===== src/rtl/argmax_classifier.sv =====
// Argmax over NUM_CLASSES signed scores: snapshots the scores on start, scans one per cycle,
// and commits the winning index, its score and a seven-segment pattern.
module argmax_classifier #(
    parameter int unsigned NUM_CLASSES = 10,
    parameter int unsigned DATA_WIDTH  = 16
) (
    input  logic                  clk,
    input  logic                  rst,
    input  logic                  start,
    input  logic [DATA_WIDTH-1:0] scores [NUM_CLASSES],
    output logic                  busy,
    output logic                  done,
    output logic                  valid,
    output logic [3:0]            digit,
    output logic [DATA_WIDTH-1:0] max_score,
    output logic [7:0]            seven_seg
);

    localparam int unsigned IW = (NUM_CLASSES > 1) ? $clog2(NUM_CLASSES) : 1;
    localparam logic [IW-1:0] LAST_IDX = IW'(NUM_CLASSES - 1);

    typedef enum logic [1:0] {IDLE, SCAN, COMMIT} state_t;

    state_t                state_q;
    logic [DATA_WIDTH-1:0] snap_q [NUM_CLASSES];
    logic [IW-1:0]         idx_q;
    logic [IW-1:0]         best_idx_q;
    logic [DATA_WIDTH-1:0] best_val_q;
    logic                  busy_q;
    logic                  done_q;
    logic                  valid_q;
    logic [3:0]            digit_q;
    logic [DATA_WIDTH-1:0] max_score_q;
    logic [7:0]            seven_seg_q;

    logic [DATA_WIDTH-1:0] cand_c;
    logic                  take_c;

    function automatic logic [6:0] seg_decode(input logic [3:0] d);
        logic [6:0] s;
        case (d)
            4'd0:    s = 7'h3F;
            4'd1:    s = 7'h06;
            4'd2:    s = 7'h5B;
            4'd3:    s = 7'h4F;
            4'd4:    s = 7'h66;
            4'd5:    s = 7'h6D;
            4'd6:    s = 7'h7D;
            4'd7:    s = 7'h07;
            4'd8:    s = 7'h7F;
            4'd9:    s = 7'h6F;
            default: s = 7'h79;
        endcase
        return s;
    endfunction

    // Strict greater-than keeps the earliest index on ties.
    assign cand_c = snap_q[idx_q];
    assign take_c = $signed(cand_c) > $signed(best_val_q);

    always_ff @(posedge clk) begin
        if (rst) begin
            state_q     <= IDLE;
            idx_q       <= '0;
            best_idx_q  <= '0;
            best_val_q  <= '0;
            busy_q      <= 1'b0;
            done_q      <= 1'b0;
            valid_q     <= 1'b0;
            digit_q     <= '0;
            max_score_q <= '0;
            seven_seg_q <= '0;
            for (int i = 0; i < int'(NUM_CLASSES); i++) begin
                snap_q[i] <= '0;
            end
        end else begin
            done_q <= 1'b0;
            case (state_q)
                IDLE: begin
                    if (start) begin
                        snap_q     <= scores;
                        best_idx_q <= '0;
                        best_val_q <= scores[0];
                        idx_q      <= IW'(1);
                        busy_q     <= 1'b1;
                        state_q    <= SCAN;
                    end
                end
                SCAN: begin
                    if (take_c) begin
                        best_idx_q <= idx_q;
                        best_val_q <= cand_c;
                    end
                    if (idx_q == LAST_IDX) begin
                        state_q <= COMMIT;
                    end else begin
                        idx_q <= idx_q + IW'(1);
                    end
                end
                COMMIT: begin
                    digit_q     <= 4'(best_idx_q);
                    max_score_q <= best_val_q;
                    seven_seg_q <= {best_val_q[DATA_WIDTH-1], seg_decode(4'(best_idx_q))};
                    done_q      <= 1'b1;
                    valid_q     <= 1'b1;
                    busy_q      <= 1'b0;
                    idx_q       <= '0;
                    state_q     <= IDLE;
                end
                default: begin
                    busy_q  <= 1'b0;
                    state_q <= IDLE;
                end
            endcase
        end
    end

    assign busy      = busy_q;
    assign done      = done_q;
    assign valid     = valid_q;
    assign digit     = digit_q;
    assign max_score = max_score_q;
    assign seven_seg = seven_seg_q;

endmodule


===== config.mk =====
export PLATFORM = sky130hd
export DESIGN_NAME = argmax_classifier
export DESIGN_NICKNAME = d
export VERILOG_FILES = /design/src/rtl/argmax_classifier.sv
export SDC_FILE = /design/constraint.sdc
export NUM_CORES = 1
export LEC_CHECK = 0
export BUFFER_PORTS_ARGS = -buffer_cell sky130_fd_sc_hd__buf_2
export CAP_MARGIN = 20
export CORE_ASPECT_RATIO = 1.25
export CORE_MARGIN = 5
export CORE_UTILIZATION = 60
export CTS_CLUSTER_DIAMETER = 150
export DETAILED_ROUTE_END_ITERATION = 16
export HOLD_SLACK_MARGIN = 0.12
export MAX_ROUTING_LAYER = met4
export PLACE_DENSITY = 0.86
export SETUP_SLACK_MARGIN = 0.02
export SYNTH_ARGS = -nofsm -noshare
export SYNTH_HDL_FRONTEND = slang
export SYNTH_SLANG_ARGS = --single-unit

===== constraint.sdc =====
create_clock -name clk -period 8.9 [get_ports clk]
set_clock_uncertainty 0.15 [all_clocks]
set_input_delay 1.78 -clock clk [delete_from_list [all_inputs] [get_ports clk]]
set_output_delay 1.78 -clock clk [all_outputs]
set_load 0.01 [all_outputs]

======== After elaboration in Yosys (flattened, before gate mapping) ========
Memories as Yosys holds them, arrays and structs flattened. A register that Yosys moved wholly into a read port is not among the register bits.
Cells that the tools add are included.
cells by class
  add/sub/neg operators ................... 1
  order comparisons ....................... 2
  equal/unequal tests ..................... 7
  multiplexer cells ....................... 18
  bitwise logic cells ..................... 2
  reductions and logical operators ........ 8
operator list
  operator               number
  $bmux W16 S4           1
  $mux W16               4
  $pmux W16 S2           1
  $gt A16 B16 Y1         1
  $mux W4                4
  $pmux W4 S3            1
  $ne A2 B2 Y1 const B   4
  $pmux W4 S2            1
  $reduce_and A2 Y1      3
  $reduce_and A3 Y1      2
  $ge A5 B5 Y1 const B   1
  $not A4 Y5             1
  $add A4 B1 Y4 const B  1
  $eq A4 B4 Y1 const B   1
  $mux W2                2
  $pmux W2 S2            1
  $reduce_bool A3 Y1     1
  $eq A2 B1 Y1 const B   1
  $eq A2 B2 Y1 const B   1
  $logic_not A2 Y1       1
  $mux W1                2
  $pmux W1 S2            1
  $reduce_bool A2 Y1     1
  $not A1 Y1             1
storage, ports and cells
  bits in registers ....................... 217
  bits in read-only memories .............. 112
  input port bits ......................... 163
  output and inout port bits .............. 31
  logic and storage cells ................. 59
  memories kept ........................... 1
memory list
  memory            words  bits a word  read ports  clocked after memory_dff  wr ports  line  text
  (name not given)  16     7            1           1                         0         41    case (d)

======== Logic depth before layout (Yosys ltp) ========
Gate-level depths: netlist (run 1).
  depth after elaboration ................. 7
  mapped depth ............................ 13
  mapped depth without buffers ............ 9

======== Worst setup path after synthesis (run 1) ========
Ideal clock, no wire load.
  kind .................................... register to register
  start point ............................. register idx_q[0]
  end point ............................... register best_val_q[10]
  arrival time ............................ 3025 ps
  required time ........................... 8619 ps
  setup slack ............................. 5594 ps
  cell stages (with the launch flop) ...... 13
  path buffers ............................ 3
  period minus slack after synthesis ...... 3306 ps
  cells stage by stage .................... dfxtp_1 buf_4 buf_4 mux4_2 o22ai_1 a21oi_1 ha_1 a21o_1 a2111oi_4 buf_2 nand2_1 o311ai_0 a21oi_1
between the ends
  word-level cells in the longest chain between the ends .. 7
  elaborated cells on any way between the ends .. 9
  those cells by class .................... order compare (1); eq/ne (1); mux (5); bitwise (1); reduce/logical (1)
RTL lines
  what                                            line  text
  start, declared                                 26    logic [IW-1:0] idx_q;
  start signal, assigned                          97    idx_q <= idx_q + IW'(1);
  $not A4 Y5 (implied by the code) *              58    assign cand_c = snap_q[idx_q];
  $bmux W16 S4 *                                  58
  $mux W16 (implied by the code) * (2 in series)  58
  $gt A16 B16 Y1                                  59    assign take_c = $signed(cand_c) > $signed(best_val_q);
  $ne A2 B2 Y1 (no line)                          n/a
  $reduce_and A3 Y1 (no line)                     n/a
  end signal, assigned                            83    best_val_q <= scores[0];
  end signal, assigned                            92    best_val_q <= cand_c;
  end, declared                                   28    logic [DATA_WIDTH-1:0] best_val_q;
Mark *: on every way between the ends. The rest lies on a longest branch, timed or not. The select of a mux whose other input is x is not followed.
A chain may end at the register's enable or synchronous reset.

======== Worst setup path in the final report (run 1) ========
  start point ............................. register idx_q[0]
  end point ............................... register best_val_q[12]
Same word-level chain as after synthesis.

==> metrics.yaml, run 1 <==
cts.repair.resized: 0
iteration_0_drc_count_of_the_detailed_router: 985
synth-warning-count: 0
synth_edf_count: 0
crit_path_category: "flop to flop"
design_power_total_mw: 2.42
cts.sinks: 216
num_antenna_cells: 0
grt-ovfl-total: 0
seqCellArea_mm2: 0.00433
vdd_drop_max_mv: 0.150
netlist_top_cells_area: "sky130_fd_sc_hd__dfxtp_1 44%, sky130_fd_sc_hd__nand2_1 14%, sky130_fd_sc_hd__a21oi_1 10%, sky130_fd_sc_hd__mux4_2 7.3%, sky130_fd_sc_hd__mux2i_1 3.7%"
core_area_mm2: 0.0161
rsz0062_at_grt: "false"
final_min_period_over_clock_period: 0.496
placedCellCount: 1508
ctsHoldBuffers: 0
grt_antenna_before_repair: 0
floorplan.die.height_um: 153
path_max_fanout: 54
fin_nets: 1506
cts_tree: "built"
post-synth-top-area-fraction: 0.439
numCtsBuffers: 21
tightest_pin_transition_ns: 1.01
timing.critical_path.to_type: "flop"
final-hold-violation-count: 0
power_per_cell_area_mw_per_mm2: 211
number_of_i_o_port_buffers: 193
finalNonFillerCells: 1542
post_cts_buffers: 0
seq_area_frac_synth: 0.439
synthToLayoutAreaGrowth_pct: 16.3
io_pins: 194
worst_case_headroom_to_the_max_slew_limit: 0.325
hp-class: "flop to flop"
fill_count: 1293
die_area_mm2: 0.0191
drc_errors: 0
yosys.area_share.adder: 0.0356
grt_pass1_vias: 8502
status: "finished, final reports clean"
grt_pass1_wl_um: 42400
multi_input_area_mm2: 0.00504
yosys.cell_types.count: 51
total_leakage_power_nw: 4.66
gp_congestion: 1.01
placement_rows: 52
routed_via_density: 5.83
highest_attainable_clock_frequency_ghz: 0.227
grt.total_usage: 0.276
totalWireLength_um: 27200
timing_max_transition_violations_final: 0
synthesis.area_mm2: 0.00984
deepest_level_of_the_cts_h_tree: 1
synthesized_nets: 1374
max-clock-path-buffers: 3
timing.critical_path.from_type: "flop"
synth.ff_latch_count: 216
synthXorXnorAreaFrac: 0
post_synth_inst_count: 1183
via_count: 8986
floorplan.initialDensity: 0.610
worstSkewPairLatency_ns: 0.49
yosys.area.top_type: "sky130_fd_sc_hd__dfxtp_1"
drive_above_1_share: 0.220
setup_viol: 0
grt_start_max_net_pins: 120
timing.critical_path.required_ns: 9.17
period_needed_ns: 4.41
detailedRoute.firstPassIterationCount: 6
final_antenna_net_count: 0
synth-compound-area-share: 0.165
yosys-mux-area-fraction: 0.127
fin_tns_setup_ns: 0
postSynth.topFlopCell: "sky130_fd_sc_hd__dfxtp_1"
cts_root_cell: "sky130_fd_sc_hd__clkbuf_16"
max_cap_violations: 0
clkSlewWorstSetupHoldPaths_ns: 0.07
async_reset_ff_frac: 0
synthSimpleGateAreaFrac: 0.183
die_w_um: 125
dominant_combinational_cell_family_by_area_after_synthesis: "simple AND/OR/NAND/NOR gates"
hpwl_um: 19400
syn_avg_cell_area_um2: 8.32
post_drt_wl_per_cell_um: 17.7
crit_arrival_ns: 4.68
[path summary, 6_finish.rpt]
path                           start  cells after the start                     endpoint  slack, ns
max            idx_q[0]$_SDFFE_PP0P_                     10  best_val_q[12]$_SDFFE_PP0P_       4.49
min          snap_q[99]$_SDFFE_PP0P_                      2      snap_q[99]$_SDFFE_PP0P_       0.30
max reg2reg    idx_q[0]$_SDFFE_PP0P_                     10  best_val_q[12]$_SDFFE_PP0P_       4.49
min reg2reg  snap_q[99]$_SDFFE_PP0P_                      2      snap_q[99]$_SDFFE_PP0P_       0.30
[metrics by stage]
stage	util	worst slack, ns	area [um^2]	hold slack (ns)
after CTS	0.709	4.46	11400	0.302
after global placement	0.668	4.60	10800	0.288
after detailed placement	0.668	4.49	10800	0.294
final	0.709	4.49	11400	0.303
after global routing	0.709	4.21	11400	0.318
after floorplan	-	5.59	9840	0.283
[layout by cell type, fill, tap and decap left out, types with 11 or more instances in the layout]
cell type / n
sky130_fd_sc_hd__ha_1: 28
sky130_fd_sc_hd__mux4_2: 32
sky130_fd_sc_hd__mux2_2: 15
sky130_fd_sc_hd__a21oi_1: 205
sky130_fd_sc_hd__inv_1: 26
sky130_fd_sc_hd__o22ai_1: 15
sky130_fd_sc_hd__mux2i_1: 36
sky130_fd_sc_hd__o311ai_0: 16
sky130_fd_sc_hd__nand2_1: 358
sky130_fd_sc_hd__clkbuf_16: 21
sky130_fd_sc_hd__dfxtp_1: 214
sky130_fd_sc_hd__nand2b_1: 11
sky130_fd_sc_hd__o21ai_0: 21
sky130_fd_sc_hd__buf_2: 192
sky130_fd_sc_hd__nor2_1: 52
[worst max-delay path, stage by stage, from the launching register on]
cell and delay [ns]:
sky130_fd_sc_hd__dfxtp_2 0.32, sky130_fd_sc_hd__buf_4 0.64, sky130_fd_sc_hd__mux4_2 0.59, sky130_fd_sc_hd__o22ai_1 0.15, sky130_fd_sc_hd__a21oi_1 0.08, sky130_fd_sc_hd__ha_1 0.37, sky130_fd_sc_hd__a21o_1 0.20, sky130_fd_sc_hd__a2111oi_4 0.93
sky130_fd_sc_hd__and2b_1 0.28, sky130_fd_sc_hd__a31oi_2 0.34, sky130_fd_sc_hd__a21oi_1 0.26
[cells by family (layout without fill, tap and decap cells)]
| kind of cell | after synthesis | count (layout) |
|---|---|---|
| and+or+nand+nor | 452 | 452 |
| AOI/OAI and AO/OA | 284 | 284 |
| buffers and inverters | 120 | 263 |
| adders and majority gates | 28 | 28 |
| DFF | 216 | 216 |
| muxes | 83 | 83 |
[cells in the mapped netlist, drive strengths merged (4+ instances only)]
cell,instances
a211oi,4
a21oi,206
a32o,4
buf,20
clkbuf,74
dfxtp,216
ha,28
inv,26
mux2,15
mux2i,36
mux4,32
nand2,359
nand2b,11
nand3,6
nand4,5
nor2,52
nor2b,4
nor3,4
o21ai,21
o22ai,15
o311ai,16
[registers in the layout (all words and copies together), names as in the netlist]
name,flops
busy,1
idx_q,4
state_q,2
digit,4
snap_q,160
best_idx_q,4
seven_seg,8
best_val_q,16
valid,1
done,1
max_score,15
[power breakdown]
group	switching [mW]	internal, mW	total (mW)
combinational	0.284	0.176	0.459
sequential	0.0492	1.04	1.09
clock	0.361	0.513	0.874
[cell type report]
class | count | share of cell area
multi-input combinational | 847 | 0.440
sequential | 216 | 0.378
timing repair buffer | 203 | 0.0915
clock buffer | 26 | 0.0502
tap | 216 | 0.0236
inverter | 26 | 0.00853
clock inverter | 8 | 0.00809
[metal layers]
layer  share of wire  up-vias  track usage
met4           0.031        0       0.0930
met2            0.51      423        0.467
met1            0.38     4203        0.334
li1                -     4300            -
met3           0.075       60       0.0478
met5               0        -            -
No activity file was read; power rests on OpenSTA's default activity.
==> run 2, diff against run 1 <==
--- a/config.mk
+++ b/config.mk
@@ -5,16 +5,17 @@
 export SDC_FILE = /design/constraint.sdc
 export NUM_CORES = 1
 export LEC_CHECK = 0
+export ABC_AREA = 1
 export BUFFER_PORTS_ARGS = -buffer_cell sky130_fd_sc_hd__buf_2
 export CAP_MARGIN = 20
 export CORE_ASPECT_RATIO = 1.25
 export CORE_MARGIN = 5
-export CORE_UTILIZATION = 60
+export CORE_UTILIZATION = 50
 export CTS_CLUSTER_DIAMETER = 150
 export DETAILED_ROUTE_END_ITERATION = 16
 export HOLD_SLACK_MARGIN = 0.12
 export MAX_ROUTING_LAYER = met4
-export PLACE_DENSITY = 0.86
+export PLACE_DENSITY = 0.76
 export SETUP_SLACK_MARGIN = 0.02
 export SYNTH_ARGS = -nofsm -noshare
 export SYNTH_HDL_FRONTEND = slang
==> constraint.sdc (replaced) <==
create_clock -name clk -period 3.88 [get_ports clk]
set_clock_uncertainty 0.15 [all_clocks]
set_input_delay 0.776 -clock clk [delete_from_list [all_inputs] [get_ports clk]]
set_output_delay 0.776 -clock clk [all_outputs]
set_load 0.01 [all_outputs]
==> metrics.yaml, run 2 <==
status: "finished, final reports clean"
most_numerous_cell_in_the_yosys_netlist: "sky130_fd_sc_hd__nor2_1"
deepest_level_of_the_cts_h_tree: 1  # unchanged
yosys.area.top_type: "sky130_fd_sc_hd__dfxtp_1"
drc_errors: 0  # unchanged
hp-class: "flop to flop"
synth.ff_latch_count: 216  # unchanged
synthesis.area_mm2: 0.00991  # +0.74%
largest_register_ff_count: 160  # unchanged
fin_tns_setup_ns: 0  # unchanged
setup_viol: 0  # unchanged
cts_tree: "built"
registers.top_by_ff_count: "snap_q"
post_synth_most_frequent_cells: "452 x sky130_fd_sc_hd__nor2_1, 247 x sky130_fd_sc_hd__o21ai_0, 216 x sky130_fd_sc_hd__dfxtp_1"
final_min_period_over_clock_period: 0.927  # +0.431
post_drt_wl_per_cell_um: 15.5  # -12%
number_of_i_o_port_buffers: 193  # unchanged
grt_start_max_net_pins: 161  # +34%
hold_path.startpoint: "valid$_SDFFE_PP0P_"
netlist_top_cells_area: "sky130_fd_sc_hd__dfxtp_1 44%, sky130_fd_sc_hd__nor2_1 17%, sky130_fd_sc_hd__o21ai_0 12%, sky130_fd_sc_hd__nand2_1 6.8%, sky130_fd_sc_hd__ha_1 3.5%"
io_pins: 194  # unchanged
die_area_mm2: 0.0228  # +19%
grt-ovfl-total: 0  # unchanged
totalWireLength_um: 28400  # +4.2%
postSynth.topFlopCell: "sky130_fd_sc_hd__dfxtp_1"
async_reset_ff_frac: 0  # unchanged
yosys.cell_types.count: 33  # -35%
internal-power_mw: 4.08  # +140%
drive_above_1_share: 0.174  # -0.0463
crit_path_category: "flop to flop"
dpl_worst_slack_ns: 0.337  # -4.15 ns
max-clock-path-buffers: 3  # unchanged
reg2reg_from: "idx_q[0]$_SDFFE_PP0P_"
grt_antenna_before_repair: 0  # unchanged
fin_nets: 1748  # +16%
period_needed_ns: 3.60  # -0.818 ns
timing.critical_path.from: "idx_q[0]$_SDFFE_PP0P_"
synth-compound-area-share: 0.188  # +0.0230
layout_commonest_cell: "sky130_fd_sc_hd__nor2_1"
rsz0062_at_grt: "false"
floorplan.die.height_um: 167  # +9.3%
grt_pass1_vias: 8808  # +3.6%
numCtsBuffers: 22  # +4.8%
worstSkewPairLatency_ns: 0.52  # +0.03 ns
grt.total_usage: 0.246  # -0.0292
setup_slack_ns: 0.284  # -4.20 ns
highest_attainable_clock_frequency_ghz: 0.278  # +23%
timing_max_transition_violations_final: 0  # unchanged
share_clk_of_total_power: 0.346  # -0.015
final-hold-violation-count: 0  # unchanged
vdd_drop_max_mv: 0.373  # +150%
gp_congestion: 0.929  # -8.4%
dominant_combinational_cell_family_by_area_after_synthesis: "simple AND/OR/NAND/NOR gates"
cts_root_cell: "sky130_fd_sc_hd__clkbuf_16"
num_antenna_cells: 0  # unchanged
synthToLayoutAreaGrowth_pct: 17.4
synth-warning-count: 0  # unchanged
via_count: 9620  # +7.1%
comb_power_share: 0.222  # +0.032
power_per_cell_area_mw_per_mm2: 509  # +140%
final_antenna_net_count: 0  # unchanged
power.share.switching: 0.312  # +0.0248
yosys-mux-area-fraction: 0  # -0.127
clkSlewWorstSetupHoldPaths_ns: 0.07  # about the same
core_area_mm2: 0.0195  # +21%
net-switching-power_mw: 1.85  # +170%
hpwl_um: 20400  # +5.0%
cts.sinks: 216  # unchanged
tightest_pin_transition_ns: 0.747  # -0.265 ns
die_w_um: 136  # +9.1%
highest_count_cells_in_the_layout_ignoring_fill_and_taps: "452 x sky130_fd_sc_hd__nor2_1, 247 x sky130_fd_sc_hd__o21ai_0, 214 x sky130_fd_sc_hd__dfxtp_1"
sequentialPowerShare: 0.432  # -0.017
routed_via_density: 5.24  # -10%
detailedRoute.firstPassIterationCount: 5  # -1
fill_count: 1880  # +45%
iteration_0_drc_count_of_the_detailed_router: 785  # -20%
floorplan.initialDensity: 0.509  # -0.101
timing.critical_path.from_type: "flop"
max_cap_violations: 0  # unchanged
post_synth_inst_count: 1428  # +21%
synthSimpleGateAreaFrac: 0.273  # +0.0902
placement_rows: 57  # +9.6%
yosys.area_share.adder: 0.0353  # -0.000261
post-synth-top-area-fraction: 0.436  # -0.00322
synthXorXnorAreaFrac: 0.000884  # +0.000884
syn_avg_cell_area_um2: 6.94  # -17%
synth_edf_count: 0  # unchanged
crit_arrival_ns: 3.84  # -0.84 ns
total_leakage_power_nw: 5.36  # +15%
timing.critical_path.required_ns: 4.12  # -5.05 ns
worst_case_headroom_to_the_max_slew_limit: 0.502  # +0.177
timing.critical_path.to_type: "flop"
synthesized_nets: 1619  # +18%
path_max_fanout: 42  # -22%
grt_pass1_wl_um: 44200  # +4.3%
seq_area_frac_synth: 0.436  # -0.00322
run 2: power groups by stage:
stage | logic (mW) | registers (mW) | clock network (mW)
finish | 1.32 | 2.56 | 2.05
detailed placement | 1.30 | 2.60 | 0
global placement | 1.28 | 2.60 | 0
floorplan | 0.954 | 2.57 | 0
CTS | 1.31 | 2.56 | 2.09
global route | 1.50 | 2.58 | 2.17
run 2: routing by layer:
metal / track usage / share of wire / vias to the layer above
li1: - / - / 4894
met1: 0.313 / 0.42 / 4334
met2: 0.404 / 0.48 / 324
met3: 0.0279 / 0.059 / 68
met4: 0.0912 / 0.038 / 0
met5: - / 0 / -
run 2: area by class of cell:
cell class / instances / area, um^2 / area share
clock inverters: 10 / 88.8 / 0.00763
flip-flops and latches: 216 / 4330 / 0.372
multi-input cells: 1059 / 4950 / 0.425
clock buffers: 27 / 609 / 0.0523
well taps: 265 / 332 / 0.0285
repair buffers: 209 / 1150 / 0.0987
inverters: 49 / 189 / 0.0162
run 2: worst paths after layout:
check / cells after the start / slack [ns] / endpoint
worst min register to register: 2 / 0.32 / valid$_SDFFE_PP0P_
worst max register to register: 16 / 0.28 / best_val_q[8]$_SDFFE_PP0P_
worst min-delay path: 2 / 0.32 / valid$_SDFFE_PP0P_
worst max-delay path: 16 / 0.28 / best_val_q[8]$_SDFFE_PP0P_
run 2: what timing repair did:
action,4_1_cts,5_1_grt
setup endpoints to repair,0,17
setup buffers,0,0
hold endpoints to repair,0,0
hold buffers,0,0
resized for setup,0,1
run 2: worst max-delay path, stage by stage, from the launching register on:
cell and delay (ns):
sky130_fd_sc_hd__dfxtp_2 0.34, sky130_fd_sc_hd__inv_2 0.50, sky130_fd_sc_hd__buf_4 0.36, sky130_fd_sc_hd__o21ai_0 0.15
sky130_fd_sc_hd__o211ai_1 0.16, sky130_fd_sc_hd__nand3_1 0.12, sky130_fd_sc_hd__nand2_1 0.12, sky130_fd_sc_hd__ha_1 0.25
sky130_fd_sc_hd__a21o_1 0.18, sky130_fd_sc_hd__nor2_1 0.09, sky130_fd_sc_hd__nand2_1 0.06, sky130_fd_sc_hd__nand2_1 0.08
sky130_fd_sc_hd__nand2_1 0.07, sky130_fd_sc_hd__nand2_2 0.13, sky130_fd_sc_hd__nand3_4 0.35, sky130_fd_sc_hd__a21oi_1 0.27
sky130_fd_sc_hd__nor2_1 0.06
run 2: cells by family after synthesis:
logic type               count (synthesis)
buffers and inverters                  153
AO/OA/AOI/OAI                          345
adder cells (fa/ha/maj)                 28
flip-flops                             216
XOR/XNOR                                 1
AND/OR/NAND/NOR                        685
run 2: through the flow:
step	instance area (um^2)	util	std cells	total power, mW	hold slack, ns
CTS	11600	0.598	1835	5.95	0.320
detailed placement	10900	0.562	1798	3.91	0.305
global placement	10900	0.562	1798	3.88	0.292
global route	11600	0.598	1835	6.25	0.349
finish	11600	0.598	1835	5.92	0.321
floorplan	9910	-	1428	3.52	0.299
